===== src/rtl/mux_8_1_rr.sv =====
`default_nettype none
// +--------------------------------------------------------------------------+
// | mux_8_1_rr : registered 8-to-1 round-robin lane multiplexer              |
// | Revision   : 1.0                                                         |
// +--------------------------------------------------------------------------+
module mux_8_1_rr #(
  parameter int DATA_W = 8
) (
  input  logic                clk,
  input  logic                rst,
  input  logic [8*DATA_W-1:0] in_data,
  input  logic [7:0]          in_valid,
  output logic [7:0]          in_ready,
  output logic [DATA_W-1:0]   out_data,
  output logic [2:0]          out_sel,
  output logic                out_valid,
  input  logic                out_ready
);

  logic [DATA_W-1:0] out_data_q, out_data_d;
  logic [2:0]        out_sel_q, out_sel_d;
  logic              out_valid_q, out_valid_d;
  logic [2:0]        ptr_q, ptr_d;

  logic              w_load;
  logic              w_found;
  logic [2:0]        w_grant;
  logic [2:0]        w_idx;
  logic [DATA_W-1:0] w_grant_data;

  assign w_load = ~out_valid_q | out_ready;

  // First valid lane at or after the pointer; the 3-bit add wraps 7 -> 0.
  always_comb begin
    w_found = 1'b0;
    w_grant = 3'd0;
    w_idx   = 3'd0;
    for (int i = 0; i < 8; i++) begin
      w_idx = ptr_q + 3'(i);
      if (!w_found && in_valid[w_idx]) begin
        w_found = 1'b1;
        w_grant = w_idx;
      end
    end
  end

  always_comb begin
    w_grant_data = '0;
    for (int k = 0; k < 8; k++) begin
      if (w_grant == 3'(k)) begin
        w_grant_data = in_data[k*DATA_W +: DATA_W];
      end
    end
  end

  always_comb begin
    in_ready = 8'h00;
    if (!rst && w_load && w_found) begin
      in_ready = 8'h01 << w_grant;
    end
  end

  always_comb begin
    out_data_d  = out_data_q;
    out_sel_d   = out_sel_q;
    out_valid_d = out_valid_q;
    ptr_d       = ptr_q;
    if (w_load) begin
      if (w_found) begin
        out_data_d  = w_grant_data;
        out_sel_d   = w_grant;
        out_valid_d = 1'b1;
        ptr_d       = w_grant + 3'd1;
      end else begin
        out_valid_d = 1'b0;
      end
    end
  end

  always_ff @(posedge clk) begin
    if (rst) begin
      out_data_q  <= '0;
      out_sel_q   <= 3'd0;
      out_valid_q <= 1'b0;
      ptr_q       <= 3'd0;
    end else begin
      out_data_q  <= out_data_d;
      out_sel_q   <= out_sel_d;
      out_valid_q <= out_valid_d;
      ptr_q       <= ptr_d;
    end
  end

  assign out_data  = out_data_q;
  assign out_sel   = out_sel_q;
  assign out_valid = out_valid_q;

endmodule
`default_nettype wire


===== config.mk =====
export PLATFORM = sky130hd
export DESIGN_NAME = mux_8_1_rr
export DESIGN_NICKNAME = d
export VERILOG_FILES = /design/src/rtl/mux_8_1_rr.sv
export SDC_FILE = /design/constraint.sdc
export NUM_CORES = 1
export LEC_CHECK = 0
export CORE_UTILIZATION = 40
export CTS_CLUSTER_DIAMETER = 50
export CTS_CLUSTER_SIZE = 8
export DETAILED_ROUTE_END_ITERATION = 6
export PLACE_DENSITY = 0.78
export SLEW_MARGIN = 25
export SYNTH_ARGS = -nofsm -noshare
export SYNTH_HDL_FRONTEND = slang
export SYNTH_SLANG_ARGS = --single-unit

===== constraint.sdc =====
create_clock -name clk -period 6 [get_ports clk]
set_input_delay 1.5 -clock clk [delete_from_list [all_inputs] [get_ports clk]]
set_output_delay 1.5 -clock clk [all_outputs]
set_load 0.02 [all_outputs]

==> reports/qor.txt, run 1 <==
sequential fraction of the synthesis area - 0.130
DRT antenna net count - 0
CP arrival - 4.46 ns
dpl cells - 495
largest area contributor in the netlist - dfxtp_1
CTS Buf Count - 3
Initial Utilization - 0.418
number of global-route vias before repair - 2,851
global-route wire length before repair - 13.3 mm
Synth Instances - 292
Crit path largest cell delay - 0.50 ns
Clock transition at path regs - 0.07 ns
Final Skew - 0.00649 ns
relative slew slack - 0.557
Fmax achieved - 168 MHz
Worst-Margin Slew - 0.660 ns
post-synthesis xor/xnor area fraction - 0.0113
first drt pass iteration count - 5
largest net degree at the start of global routing - 21
r2r endpoint - out_data[4]
Port-buffer cells - 94
Netlist cell types - 58
Post-Synth Simple-Gate Area - 0.189
overall global routing resource usage - 0.273
Final Hold Viols - 0
die area - 6100 um^2
adder-cell share of the synthesized area - 0.0378
wirelength, routed - 8.61 mm
Worst Setup Path Type - input pin to output pin
synth top area cells - dfxtp_1 13%, mux4_2 9.7%, mux2i_1 7.8%
Hold WC Path Type - flop to flop
nets - 518
Synth top area share - 0.130
Mapped Avg Cell Area - 7.94 um^2
Max Cap Viol - 0
P&R area growth vs syn - 64.5%
R2R Setup Slk - 1.17 ns
core area - 5540 um^2
CTS tree - built
Skew-Pair Late Insertion Delay - 0.25 ns
status - finished, final reports clean
Crit. End Element - output pin
Ports - 95
Worst path slowest cell - mux4_2
root buf cell - clkbuf_8
Die H - 78.1 um
min Tclk post-route - 5.96 ns
worst endpoint required time - 4.50 ns
vias - 2,935
Final Worst Setup Slack - 0.0418 ns
pre-CTS setup slack - -0.660 ns
Final Max Slew Viols - 0
CP Launch Point - in_valid[1]
Post-synth EDFFs - 0
final instance area - 3810 um^2
critical path depth - 13
GR Overflow Total - 0
Synth warnings - 0
Synth Register Bits - 15
post-synthesis mux area share - 0.223
Buf+Inv Stages, Crit Path - 3
DRT iter0 DRCs - 205
CTS H-tree lvls - 1
number of core rows - 27
CP top delay family - multiplexers
wire length per cell - 17.0 um
Crit path top cell by count - buf_4
Clock Tree Buf Depth - 2
R2R cell count - 21
r2r startpoint - ptr_q[1]
clock sink total - 15
diode count - 0
share of post-route cells with drive strength above 1 - 0.287
gp weighted congestion - 0.963
initial antenna violation count - 0
Chip Width - 78.1 um
compound-cell area share of the yosys netlist - 0.339
Final Non-Filler Cells - 507
largest family of logic cells by synthesized area - compound AO/OA/AOI/OAI gates
ys async rst share - 0
worst setup path endpoint - in_ready[3]
Post-Syn Nets - 374
critical-path cell list - clkdlybuf4s15_1 > mux2_4 > mux4_2 > or3_4 > a21oi_4 > o21a_1 > o22ai_1 > a41oi_2 > buf_4 > ha_4 > ha_2 > and3_4 > buf_4
Top FF cell, synth - dfxtp_1
setup violators final - 0
Crit Path Max Fanout - 6
synthesized area - 2320 um^2
Detail Placement HPWL - 6.62 mm
post-DR vias/cell - 5.79
crit path launch type - input pin
# DRC - 0
period utilization - 0.993
placed cell areas - 3680 um^2
setup TNS - 0 ns
[worst min-delay path by stage]
| stage | from | endpoint | cells past startpoint |
|---|---|---|---|
| global route | out_sel[0] | out_sel[0] | 2 |
| CTS | out_data[7] | out_data[7] | 2 |
| finish | out_data[2] | out_data[2] | 2 |
| global placement | out_data[7] | out_data[7] | 2 |
| detailed placement | out_data[7] | out_data[7] | 2 |
| floorplan | out_data[2] | out_data[2] | 2 |
[timing repair]
| item | CTS | global route |
|---|---|---|
| pin swaps | 4 | 5 |
| resized for setup | 53 | 26 |
| setup endpoints to repair | 8 | 8 |
| hold buffers | 0 | 0 |
| endpoints found under the hold margin | 0 | 0 |
| setup buffers | 7 | 2 |
| cloned | 0 | 0 |
[state kept, by name (all words and copies together), names as in the netlist]
register / cells
out_data: 8
out_sel: 3
out_valid: 1
ptr_q: 3
[Yosys cell counts, drive strengths merged (2+ instances only)]
cell / n
ha: 7
o211ai: 4
a21oi: 13
a221o: 10
nand2b: 11
a31oi: 4
mux2: 8
o31a: 4
a21o: 2
or3: 2
nand3: 2
buf: 9
nor3: 10
o21ai: 21
a22oi: 12
dfxtp: 15
clkbuf: 12
a22o: 5
a41oi: 3
xnor2: 2
a311oi: 3
nor2b: 4
inv: 12
o22ai: 8
nand2: 34
a211oi: 4
nor2: 28
mux4: 10
mux2i: 19
[stage by stage]
stage	util	hold slack, ns
after CTS	0.676	0.480
final	0.688	0.493
after floorplan	-	0.546
after global routing	0.688	0.512
after global placement	0.664	0.459
after detailed placement	0.664	0.469
[layout make-up]
cell class / instances / area [um^2]
Sequential cell: 15 / 300
Fill cell: 440 / 1730
Clock buffer: 4 / 45.0
Inverter: 12 / 47.5
Timing Repair Buffer: 160 / 1390
Tap cell: 72 / 90.1
Multi-Input combinational cell: 244 / 1940
[cell families after synthesis]
logic type | count (synthesis)
AO/OA/AOI/OAI | 102
AND/OR/NAND/NOR | 95
multiplexers | 37
flip-flops | 15
buffers and inverters | 33
XOR/XNOR | 3
adder cells (fa/ha/maj) | 7
[layout by cell type (no fill, tap or decap), drive strengths merged, types with 2 or more instances in the layout]
cell type	n
a311oi	3
a21o	2
mux4	10
a211oi	4
nor3	10
a21oi	13
a22o	5
clkdlybuf4s50	78
dfxtp	15
ha	7
a22oi	12
clkbuf	8
mux2	8
nand2b	11
a31oi	4
or3	2
mux2i	19
clkdlybuf4s15	2
inv	12
xnor2	2
a221o	10
buf	74
o31a	4
nand3	2
nor2b	4
o22ai	8
a41oi	3
o211ai	4
nor2	28
dlygate4sd2	2
o21ai	21
nand2	34
[worst register-to-register path: stages, from the launching register on]
cell and delay [ns]:
dfxtp_1 0.33, inv_1 0.10, ha_1 0.63, mux2_2 0.42
mux4_2 0.49, or3_4 0.36, a21oi_4 0.21, o21a_1 0.16
o22ai_1 0.10, a41oi_2 0.25, buf_4 0.16, inv_2 0.04
ha_1 0.19, inv_1 0.13, buf_4 0.14, nor2_1 0.04
buf_4 0.18, a221o_1 0.30, o21ai_0 0.07, o21ai_0 0.10
mux2i_1 0.20, o22ai_1 0.12
[metal layers]
layer | vias to the layer above | wire length [um] | GRT usage
met5 | - | 0 | 0
met4 | 0 | 139 | 0.0630
met3 | 16 | 505 | 0.0500
met2 | 126 | 4290 | 0.463
met1 | 1389 | 3670 | 0.357
li1 | 1404 | - | -
Power of run 1 is not shown: default switching activity piles up to over one toggle a cycle in this logic, so the estimate is an artifact.
==> run 2, diff against run 1 <==
Settings changed: CORE_UTILIZATION 40 to 59, DONT_BUFFER_PORTS set to 1.
==> reports/qor.txt, run 2 (synthesized netlist as in run 1, its figures left out) <==
min Tclk post-route - 5.74 ns (was 5.96 ns)
CTS H-tree lvls - 1 (unchanged)
Initial Utilization - 0.624 (was 0.418)
P&R area growth vs syn - 5.83% (was 64.5%)
post-DR vias/cell - 6.92 (was 5.79)
CP arrival - 4.24 ns (was 4.46 ns)
gp weighted congestion - 0.906 (was 0.963)
max reg flops - 8 (unchanged)
Fmax achieved - 174 MHz (was 168 MHz)
setup violators final - 0 (unchanged)
postcts setup bufs - 0 (was 7)
vias - 2,359 (was 2,935)
cts repair resizes - 0 (was 53)
share of post-route cells with drive strength above 1 - 0.174 (was 0.287)
Final Max Slew Viols - 0 (unchanged)
largest net degree at the start of global routing - 21 (unchanged)
FF/Latch Area - 300 um^2 (unchanged)
core area - 3720 um^2 (was 5540 um^2)
hold buffer count at cts - 0 (unchanged)
number of global-route vias before repair - 2,035 (was 2,851)
die area - 4180 um^2 (was 6100 um^2)
CTS tree - built (unchanged)
wire length per cell - 18.2 um (was 17.0 um)
placed cell areas - 2410 um^2 (was 3680 um^2)
Crit. End Element - output pin (unchanged)
Skew-Pair Late Insertion Delay - 0.25 ns (about the same)
final instance area - 2450 um^2 (was 3810 um^2)
area occupied by multi-input gates - 1860 um^2 (was 1940 um^2)
Clock Tree Buf Depth - 2 (unchanged)
most common cell after layout, fill and taps aside - nand2_1 (was clkdlybuf4s50_1)
Hold WC Path Type - flop to flop (unchanged)
CTS Buf Count - 3 (unchanged)
overall global routing resource usage - 0.298 (was 0.273)
Crit path largest cell delay - 0.51 ns (was 0.50 ns)
Clock transition at path regs - 0.06 ns (was 0.07 ns)
Final Skew - 0.00468 ns (was 0.00649 ns)
DRT iter0 DRCs - 169 (was 205)
Crit Path Max Fanout - 6 (unchanged)
wirelength, routed - 6.20 mm (was 8.61 mm)
DRT antenna net count - 0 (unchanged)
nets - 376 (was 518)
Filler cells - 329 (was 440)
Max Cap Viol - 0 (unchanged)
setup TNS - 0 ns (unchanged)
R2R Setup Slk - 1.20 ns (was 1.17 ns)
relative slew slack - 0.576 (was 0.557)
initial antenna violation count - 0 (unchanged)
GR Overflow Total - 0 (unchanged)
Worst Setup Path Type - input pin to output pin (unchanged)
clock sink total - 15 (unchanged)
status - finished, final reports clean (unchanged)
RSZ-0062 raised after global routing - false
Ports - 95 (unchanged)
Detail Placement HPWL - 4.72 mm (was 6.62 mm)
critical-path cell list - mux2_1 > mux4_2 > or3_4 > a21oi_4 > o21a_1 > o22ai_1 > a41oi_2 > ha_1 > inv_1 > nor3_1 > buf_4 (was clkdlybuf4s15_1 > mux2_4 > mux4_2 > or3_4 > a21oi_4 > o21a_1 > o22ai_1 > a41oi_2 > buf_4 > ha_4 > ha_2 > and3_4 > buf_4)
Final Hold Viols - 0 (unchanged)
Port-buffer cells - 0 (was 94)
diode count - 0 (unchanged)
commonest non-fill, non-tap cells in the layout - 34 x nand2_1, 27 x nor2_1, 21 x o21ai_0 (was 78 x clkdlybuf4s50_1, 69 x buf_4, 34 x nand2_1)
worst endpoint required time - 4.50 ns (about the same)
period utilization - 0.956 (was 0.993)
number of core rows - 22 (was 27)
Worst path slowest cell - mux4_2 (unchanged)
global-route wire length before repair - 9.89 mm (was 13.3 mm)
crit path launch type - input pin (unchanged)
Die H - 64.7 um (was 78.1 um)
first drt pass iteration count - 6 (was 5)
Chip Width - 64.7 um (was 78.1 um)
Worst-Margin Slew - 0.637 ns (was 0.660 ns)
# DRC - 0 (unchanged)
root buf cell - clkbuf_8 (unchanged)
==> run 2: worst paths after layout <==
check / from / end / cells past startpoint
worst max-delay path: in_valid[2] / in_ready[1] / 11
worst min-delay path: out_sel[0] / out_sel[0] / 2
worst min register to register: out_sel[0] / out_sel[0] / 2
worst max register to register: ptr_q[1] / out_data[6] / 18
==> run 2: stage by stage <==
| stage | cells | hold slack [ns] | utilization | worst slack, ns |
|---|---|---|---|---|
| after floorplan | 292 | 0.546 | - | 0.0305 |
| after global placement | 337 | 0.569 | 0.648 | 0.366 |
| after detailed placement | 337 | 0.573 | 0.648 | 0.299 |
| after CTS | 341 | 0.584 | 0.660 | 0.279 |
| after global routing | 341 | 0.610 | 0.660 | 0.0575 |
| final | 341 | 0.589 | 0.660 | 0.262 |
==> run 2: layout make-up <==
| cell class | count | share of cell area |
|---|---|---|
| well taps | 48 | 0.0245 |
| clock buffers | 4 | 0.0184 |
| inverters | 12 | 0.0194 |
| flip-flops and latches | 15 | 0.122 |
| multi-input cells | 244 | 0.760 |
| repair buffers | 18 | 0.0551 |
==> run 2: layer usage <==
layer  track usage  up-vias  routed length [um]
li1              -     1120                   -
met5             0        -                   0
met1         0.442     1104                2720
met4        0.0306        0                  27
met2         0.436      129                2760
met3        0.0863        6                 687
==> run 2: worst max-delay path, delay by kind of cell <==
| family | cells | cell delay (ns) |
|---|---|---|
| AO/OA/AOI/OAI | 4 | 0.74 |
| adder cells (fa/ha/maj) | 1 | 0.23 |
| buffers and inverters | 2 | 0.31 |
| multiplexers | 2 | 0.82 |
| AND/OR/NAND/NOR | 2 | 0.65 |
Power of run 2 is left out for the same reason.
